==> src/rtl/edge_event_arbiter.sv <==
// edge_event_arbiter
//   Multi-channel event front end. Each channel has:
//   - an edge or pulse detector,
//   - a pending flag,
//   - a sticky overflow flag.
//   A round-robin scheduler hands the detected events, one at a time, to a
//   single consumer over a valid/ready port.
//
// Ports
//   clk       clock, everything on posedge
//   rst       asynchronous, active-high reset
//   a         N input lines, synchronous to clk
//   mode      per channel: 0 = rising edge, 1 = one-cycle 0-1-0 pulse
//   ev_valid  event offered
//   ev_ready  consumer accepts when ev_valid && ev_ready
//   ev_id     channel of the offered event
//   ev_ovf    at least one further event on ev_id was lost while it was pending
//   pending   per-channel pending flags (status/debug)
//
// state   | meaning
// --------+-----------------------------------------------------------
// S_IDLE  | output stage empty, ev_valid=0, waiting for a pending flag
// S_OFFER | ev_id/ev_ovf offered with ev_valid=1, held until handshake

module edge_event_arbiter #(
   parameter  int N   = 4,
   localparam int IDW = (N > 1) ? $clog2(N) : 1
) (
   input  logic           clk,
   input  logic           rst,
   input  logic [N-1:0]   a,
   input  logic [N-1:0]   mode,
   output logic           ev_valid,
   input  logic           ev_ready,
   output logic [IDW-1:0] ev_id,
   output logic           ev_ovf,
   output logic [N-1:0]   pending
);

   typedef enum logic {
      S_IDLE  = 1'b0,
      S_OFFER = 1'b1
   } state_t;

   state_t         state;
   logic [N-1:0]   a_d1;
   logic [N-1:0]   a_d2;
   logic [N-1:0]   pend_q;
   logic [N-1:0]   ovf_q;
   logic [IDW-1:0] rr_ptr;

   logic [N-1:0]   det;
   logic [N-1:0]   clr;
   logic [N-1:0]   pend_d;
   logic [N-1:0]   ovf_d;
   logic           win_found;
   logic [IDW-1:0] win_idx;
   logic [IDW-1:0] next_ptr;
   logic [IDW-1:0] cand_idx;
   logic           load;
   int             cand;

   // Pulse mode needs a two-deep history.
   // It fires on the falling edge of a 0-1-0 shape, so a level held for two
   // or more cycles is rejected.
   always_comb begin
      det = (~mode & a & ~a_d1) | (mode & ~a & a_d1 & ~a_d2);
   end

   // Pick the first pending channel at or above rr_ptr, wrapping modulo N.
   always_comb begin
      win_found = 1'b0;
      win_idx   = '0;
      cand      = 0;
      cand_idx  = '0;
      for (int off = 0; off < N; off++) begin
         cand     = (int'(rr_ptr) + off) % N;
         cand_idx = IDW'(cand);
         if (!win_found && pend_q[cand_idx]) begin
            win_found = 1'b1;
            win_idx   = cand_idx;
         end
      end
      next_ptr = (int'(win_idx) == N - 1) ? '0 : win_idx + 1'b1;
   end

   // The output stage is refilled either from IDLE or on a handshake.
   // Pending is sampled before this cycle's detections are merged in.
   always_comb begin
      load = win_found && ((state == S_IDLE) || ev_ready);
      clr  = load ? (N'(1) << win_idx) : '0;
   end

   // A detection on the channel being loaded re-arms pending rather than
   // counting as a loss: the previous event has just left the channel.
   always_comb begin
      pend_d = (pend_q & ~clr) | det;
      ovf_d  = (ovf_q & ~(clr & ~det)) | (det & pend_q & ~clr);
   end

   always_ff @(posedge clk or posedge rst) begin
      if (rst) begin
         a_d1     <= '0;
         a_d2     <= '0;
         pend_q   <= '0;
         ovf_q    <= '0;
         rr_ptr   <= '0;
         state    <= S_IDLE;
         ev_valid <= 1'b0;
         ev_id    <= '0;
         ev_ovf   <= 1'b0;
      end else begin
         a_d1   <= a;
         a_d2   <= a_d1;
         pend_q <= pend_d;
         ovf_q  <= ovf_d;
         case (state)
            S_IDLE: begin
               if (load) begin
                  ev_valid <= 1'b1;
                  ev_id    <= win_idx;
                  ev_ovf   <= ovf_q[win_idx];
                  rr_ptr   <= next_ptr;
                  state    <= S_OFFER;
               end
            end
            S_OFFER: begin
               if (ev_ready) begin
                  if (load) begin
                     ev_id  <= win_idx;
                     ev_ovf <= ovf_q[win_idx];
                     rr_ptr <= next_ptr;
                  end else begin
                     ev_valid <= 1'b0;
                     state    <= S_IDLE;
                  end
               end
            end
            default: begin
               ev_valid <= 1'b0;
               state    <= S_IDLE;
            end
         endcase
      end
   end

   assign pending = pend_q;

   // An offer is only withdrawn or changed through a handshake.
   a_hold_valid : assert property (@(posedge clk) disable iff (rst)
      (ev_valid && !ev_ready) |=> ev_valid);
   a_hold_id : assert property (@(posedge clk) disable iff (rst)
      (ev_valid && !ev_ready) |=> ($stable(ev_id) && $stable(ev_ovf)));

endmodule

==> config.mk <==
export PLATFORM = sky130hd
export DESIGN_NAME = edge_event_arbiter
export DESIGN_NICKNAME = d
export VERILOG_FILES = /design/src/rtl/edge_event_arbiter.sv
export SDC_FILE = /design/constraint.sdc
export NUM_CORES = 1
export LEC_CHECK = 0
export CORE_MARGIN = 1.5
export CORE_UTILIZATION = 45
export CTS_BUF_LIST = sky130_fd_sc_hd__clkbuf_8
export CTS_CLUSTER_SIZE = 8
export DETAILED_ROUTE_END_ITERATION = 6
export GPL_TIMING_DRIVEN = 0
export PLACE_DENSITY = 0.76
export SKIP_LAST_GASP = 1
export SLEW_MARGIN = 0
export SYNTH_ARGS = -nofsm -noshare
export SYNTH_HDL_FRONTEND = slang
export SYNTH_SLANG_ARGS = --single-unit
==> constraint.sdc <==
create_clock -name clk -period 4.6 [get_ports clk]
set_input_delay 0.92 -clock clk [delete_from_list [all_inputs] [get_ports clk]]
set_output_delay 0.92 -clock clk [all_outputs]
set_load 0.1 [all_outputs]
-- After elaboration in Yosys (flattened, before gate mapping)
Index checks and enable logic that the tools add are counted.
- order comparisons: 5
- add/sub/neg operators: 4
- bitwise gates (word level): 21
- reduce and logical (&&, ||, !) cells: 9
- mux-type cells: 36
- eq/ne operators: 4
- shift operators: 1
- operator list (operator ; number):
    4-bit bitwise AND ; 10
    4-bit inverter ; 7
    2-bit two-way mux ; 9
    1-bit two-way mux ; 16
    2-bit by 3-bit < comparator with 1-bit output, second input constant ; 5
    4-bit OR ; 3
    1-bit binary-select mux with 2-bit select ; 5
    2-bit case mux with 2 select lines ; 2
    2-bit != test, second input constant ; 3
    1-bit case mux with 2 select lines ; 3
    2-bit by 1-bit adder with 2-bit output, second input constant ; 2
    2-bit adder, second input constant ; 2
    1-bit logical AND ; 4
    4-bit two-way mux ; 1
    1-bit by 2-bit << shifter with 4-bit output, first input constant ; 1
    1-bit logical NOT ; 3
    3-bit AND reduction ; 1
    2-bit by 1-bit equality test with 1-bit output, second input constant ; 1
    1-bit logical OR ; 1
    1-bit inverter ; 1
- register bits after elaboration: 23
- logic and storage cells: 89
- bits of input ports: 11

-- Longest topological paths before layout
- depth after elaboration: 18
- mapped depth: 8
- gate-level depth less buffers: 7

-- Worst setup path before layout
Ideal clock, no wire load.
- path kind: register to register
- start point: register pend_q[0] (netlist: pending[0])
- end point: register rr_ptr[1]
- data required time: 4.472 ns
- path slack: 2.135 ns
- arrival: 2.337 ns
- buffers on the path: 1
- clock period less this slack: 2.465 ns
- stages on the path, launching flop included: 7
- cells stage by stage: dfrtp_1 -> buf_2 -> nor3b_1 -> a221o_1 -> inv_1 -> ha_1 -> mux2_1
- cells in the longest elaborated chain, start to end: 17
- elaborated cells on any way between the ends: 29
- classes of those cells: add/sub: 1; eq/ne: 1; mux: 20; reduce/logical: 7
- RTL lines (what ; RTL line ; text):
    from (decl) ; 48 ; logic [N-1:0] pend_q;
    from (signal assigned) ; 115 ; pend_q <= pend_d;
    1-bit binary-select mux with 2-bit select ; 79 ; if (!win_found && pend_q[cand_idx]) begin
    1-bit two-way mux (not written as such) ; 79 ;
    1-bit two-way mux ; 79 ;
    1-bit logical NOT ; 79 ;
    1-bit logical AND ; 79 ;
    1-bit two-way mux ; 79 ;
    1-bit logical NOT ; 79 ;
    1-bit logical AND ; 79 ;
    [3 not listed] ; n/a ;
    2-bit two-way mux (*) ; 79 ;
    named net win_idx[0] ; 57 ; logic [IDW-1:0] win_idx;
    2-bit by 1-bit adder with 2-bit output / 2-bit by 1-bit equality test with 1-bit output (equally long branches) ; 84 ; next_ptr = (int'(win_idx) == N - 1) ? '0 : win_idx + 1'b1;
    2-bit two-way mux (*) ; 84 ;
    named net next_ptr[1] ; 58 ; logic [IDW-1:0] next_ptr;
    2-bit two-way mux (*) ; 119, 129 ;
    2-bit two-way mux ; 128 ; if (ev_ready) begin
    2-bit case mux with 2 select lines (*) ; 117 ; case (state)
    to (signal assigned) ; 123 ; rr_ptr <= next_ptr;
    to (signal assigned) ; 132 ; rr_ptr <= next_ptr;
    to (decl) ; 50 ; logic [IDW-1:0] rr_ptr;
The timed path passes the listed nets; every way through them passes the cells marked *. The select of a mux whose other input is x is not followed.
A chain may end at the register's enable or synchronous reset.

-- Final worst setup path
- start point: register pend_q[3] (netlist: pending[3])
- end point: output port pending[3]
- RTL lines (what ; RTL line ; text):
    to (decl) ; 37 ; output logic [N-1:0] pending
No word-level cell between the ends.

==> summary.txt <==
Placement
  – Post-DP HPWL: 1440 µm
  – Placer Congestion: 0.775
  – Post-DP Area: 0.00132 mm²
  – Port Buffers: 18

Detailed routing
  – Drt total wl: 1900 µm
  – WL met1: approximately 840 µm
  – Post-route ant nets: 0
  – Wirelength per Cell: 12.6 µm
  – Met3 WL: 63 µm
  – DR top layer: met4
  – DRC: 0
  – First drt pass iteration count: 4
  – Vias: 832
  – Vias/cell: 5.55
  – Starting DRT DRC Count: 17
  – Met2 WL: 955 µm

Clock tree
  – Root Driver: clkbuf_8
  – CTS resizes: 0
  – Worst-path clk slew: around 0.070 ns
  – H-tree levels: 1
  – Total CTS buffers: 3
  – Postcts setup bufs: 0
  – Sink Count: 23
  – Hold_buf cts: 0
  – Worst-Skew Late Latency: 0.26 ns
  – CTS Buffer Depth: 2
  – CTS tree: yes

Floorplanning
  – IO Count: 19
  – Total core area: 0.00225 mm²
  – Chip height: about 52 µm
  – Chip width: 52.5 µm
  – Die area: 0.00276 mm²
  – Initial Util: 0.489
  – Row count: 17

Timing
  – Fin. max-slew vios: 0
  – Tcrit/Tclk final: 0.623
  – Slew HR: 0.354
  – Setup TNS: 0 ns
  – Final hold vios: 0
  – RSZ-0062 raised after global routing: false
  – Fin crit period: ~2.9 ns
  – Clk_skew: 0.00209 ns
  – Measured slew at the worst slew-check pin: 0.966 ns
  – Setup Viol. Count Final: 0
  – Hold_ws: 0.390 ns
  – Fmax achieved: 349 MHz

Synthesis
  – Yosys top cell by area: dfrtp_1
  – Cell variety after synth: 33
  – Top cells by count, synth: 23 x dfrtp_1, 9 x inv_1, 9 x nand2_1
  – Share of the synthesized area in the top cell type: 0.522
  – Register bit total from synthesis: 23
  – Mapped Nets: roughly 120
  – Post-Syn Area: 0.00110 mm²
  – Synth async-reset ratio: 1.00
  – Count leader, synth: dfrtp_1
  – Synthesis Warnings: 0
  – Synth Area per Inst: approximately 11 µm²
  – Syn Inst Count: 100
  – Sequential fraction of the synthesis area: 0.522
  – Synth area leaders: dfrtp_1 52%, a21o_1 4.8%, ha_1 4.5%
  – Post-synth EDFFs: 0
  – Post-synth top flop: dfrtp_1

GRT
  – All-Layer GR Usage: 0.172
  – Grt total ovfl: 0
  – Antenna violations before repair: 0
  – First-pass GRT wire length: 3480 µm
  – Vias in the first global route: 830
  – Largest net degree at the start of global routing: 24

Critical path
  – Required @ worst endpoint: around 3.7 ns
  – Delay-heaviest family, CP: buffers and inverters
  – Reg2Reg Setup Slack: 2.66 ns
  – CP Launch Type: register
  – R2R Path End: rr_ptr[1]
  – Critical Path Sink: pending[3]
  – Slowest stage delay, CP: 1.19 ns
  – Critical path origin: pending[3]
  – Crit path max fanout: 7
  – R2R depth: 6
  – Crit path DAT: 1.95 ns
  – Cell count along the critical path: 1
  – Worst R2R Start: pending[0]
  – Crit-path cells: clkdlybuf4s50_1
  – WS Path Type: register to output pin
  – Setup crit end kind: output pin
  – WP buf/inv: 1
  – Crit-path slowest cell: clkdlybuf4s50_1

Run status
  – Status: completed

Cells and area
  – Layout cells sized above 1: 0.0902
  – Post-layout nets: about 140
  – Design area: ~0.0014 mm²
  – Layout area overhead: 23.6%
  – Fin util: 0.604
  – Filler instances: 198
  – Antenna Diode Count: 0

Run
  – MaxCap Viol Count: 0

Worst hold path
  – Hold crit path type: register to register
logic make-up (layout without fill, tap and decap cells):
family          after synthesis  in the layout  synth area share
flops                        23             23             0.522
simple gates                 24             24             0.134
mux                           5              5            0.0477
compound gates               31             31             0.195
buf+inv                      13             35            0.0556
fa+ha+maj                     4              4            0.0454
flip-flops by register name, indices dropped and copies added, names as in the netlist:
| name | cells |
|---|---|
| pending | 4 |
| a_d1 | 4 |
| a_d2 | 4 |
| state | 1 |
| ev_ovf | 1 |
| ev_valid | 1 |
| rr_ptr | 2 |
| ovf_q | 4 |
| ev_id | 2 |
stage by stage:
step | std cells | setup WS [ns]
after floorplan | 100 | 2.14
after detailed placement | 146 | 2.04
after global routing | 150 | 1.69
final | 150 | 1.73
after CTS | 150 | 1.74
after global placement | 146 | 2.06
cell type report:
| type | instances | area (µm²) | area share |
|---|---|---|---|
| clock buffer | 3 | 41.3 | 0.0303 |
| sequential | 23 | 576 | 0.422 |
| clock inverter | 1 | 3.75 | 0.00275 |
| inverter | 9 | 33.8 | 0.0248 |
| timing repair buffer | 18 | 180 | 0.132 |
| tap | 28 | 35.0 | 0.0257 |
| multi-input combinational | 64 | 465 | 0.342 |
| buffer | 4 | 27.5 | 0.0202 |
how the worst min path moves through the flow:
stage	slack, ns	cells past startpoint	startpoint	end
after floorplan	0.36	0	a_d1[0]	a_d2[0]
after global placement	0.37	0	a_d1[1]	a_d2[1]
after detailed placement	0.39	0	a_d1[1]	a_d2[1]
after CTS	0.40	0	a_d1[1]	a_d2[1]
after global routing	0.42	0	a_d1[1]	a_d2[1]
final	0.39	0	a_d1[1]	a_d2[1]
per-layer routing:
layer	global-route usage	vias up
li1	-	398
met1	0.223	410
met3	0.0257	5
met4	0.0983	0
met2	0.271	19
met5	0	-
cells in the final DEF, fill, tap and decap left out, drive strengths merged:
cell type and count:
o221ai 1, o31ai 1, o22ai 1, nand3 2
a21bo 1, nor4 1, a21oi 8, a22o 2
ha 4, nand2b 3, o22a 1, a221o 1
nand2 9, nor2 2, or4bb 2, o21ai 5
o211a 1, nor3b 2, clkdlybuf4s50 18, clkbuf 3
nand4bb 1, or2 1, a21o 7, a31oi 1
mux2 2, mux2i 3, buf 4, dfrtp 23
a21boi 1, nor4bb 1, inv 10
Power is left out: the tool's default activity adds up to more than one toggle a clock period on the data nets, which glitch-free logic cannot reach.
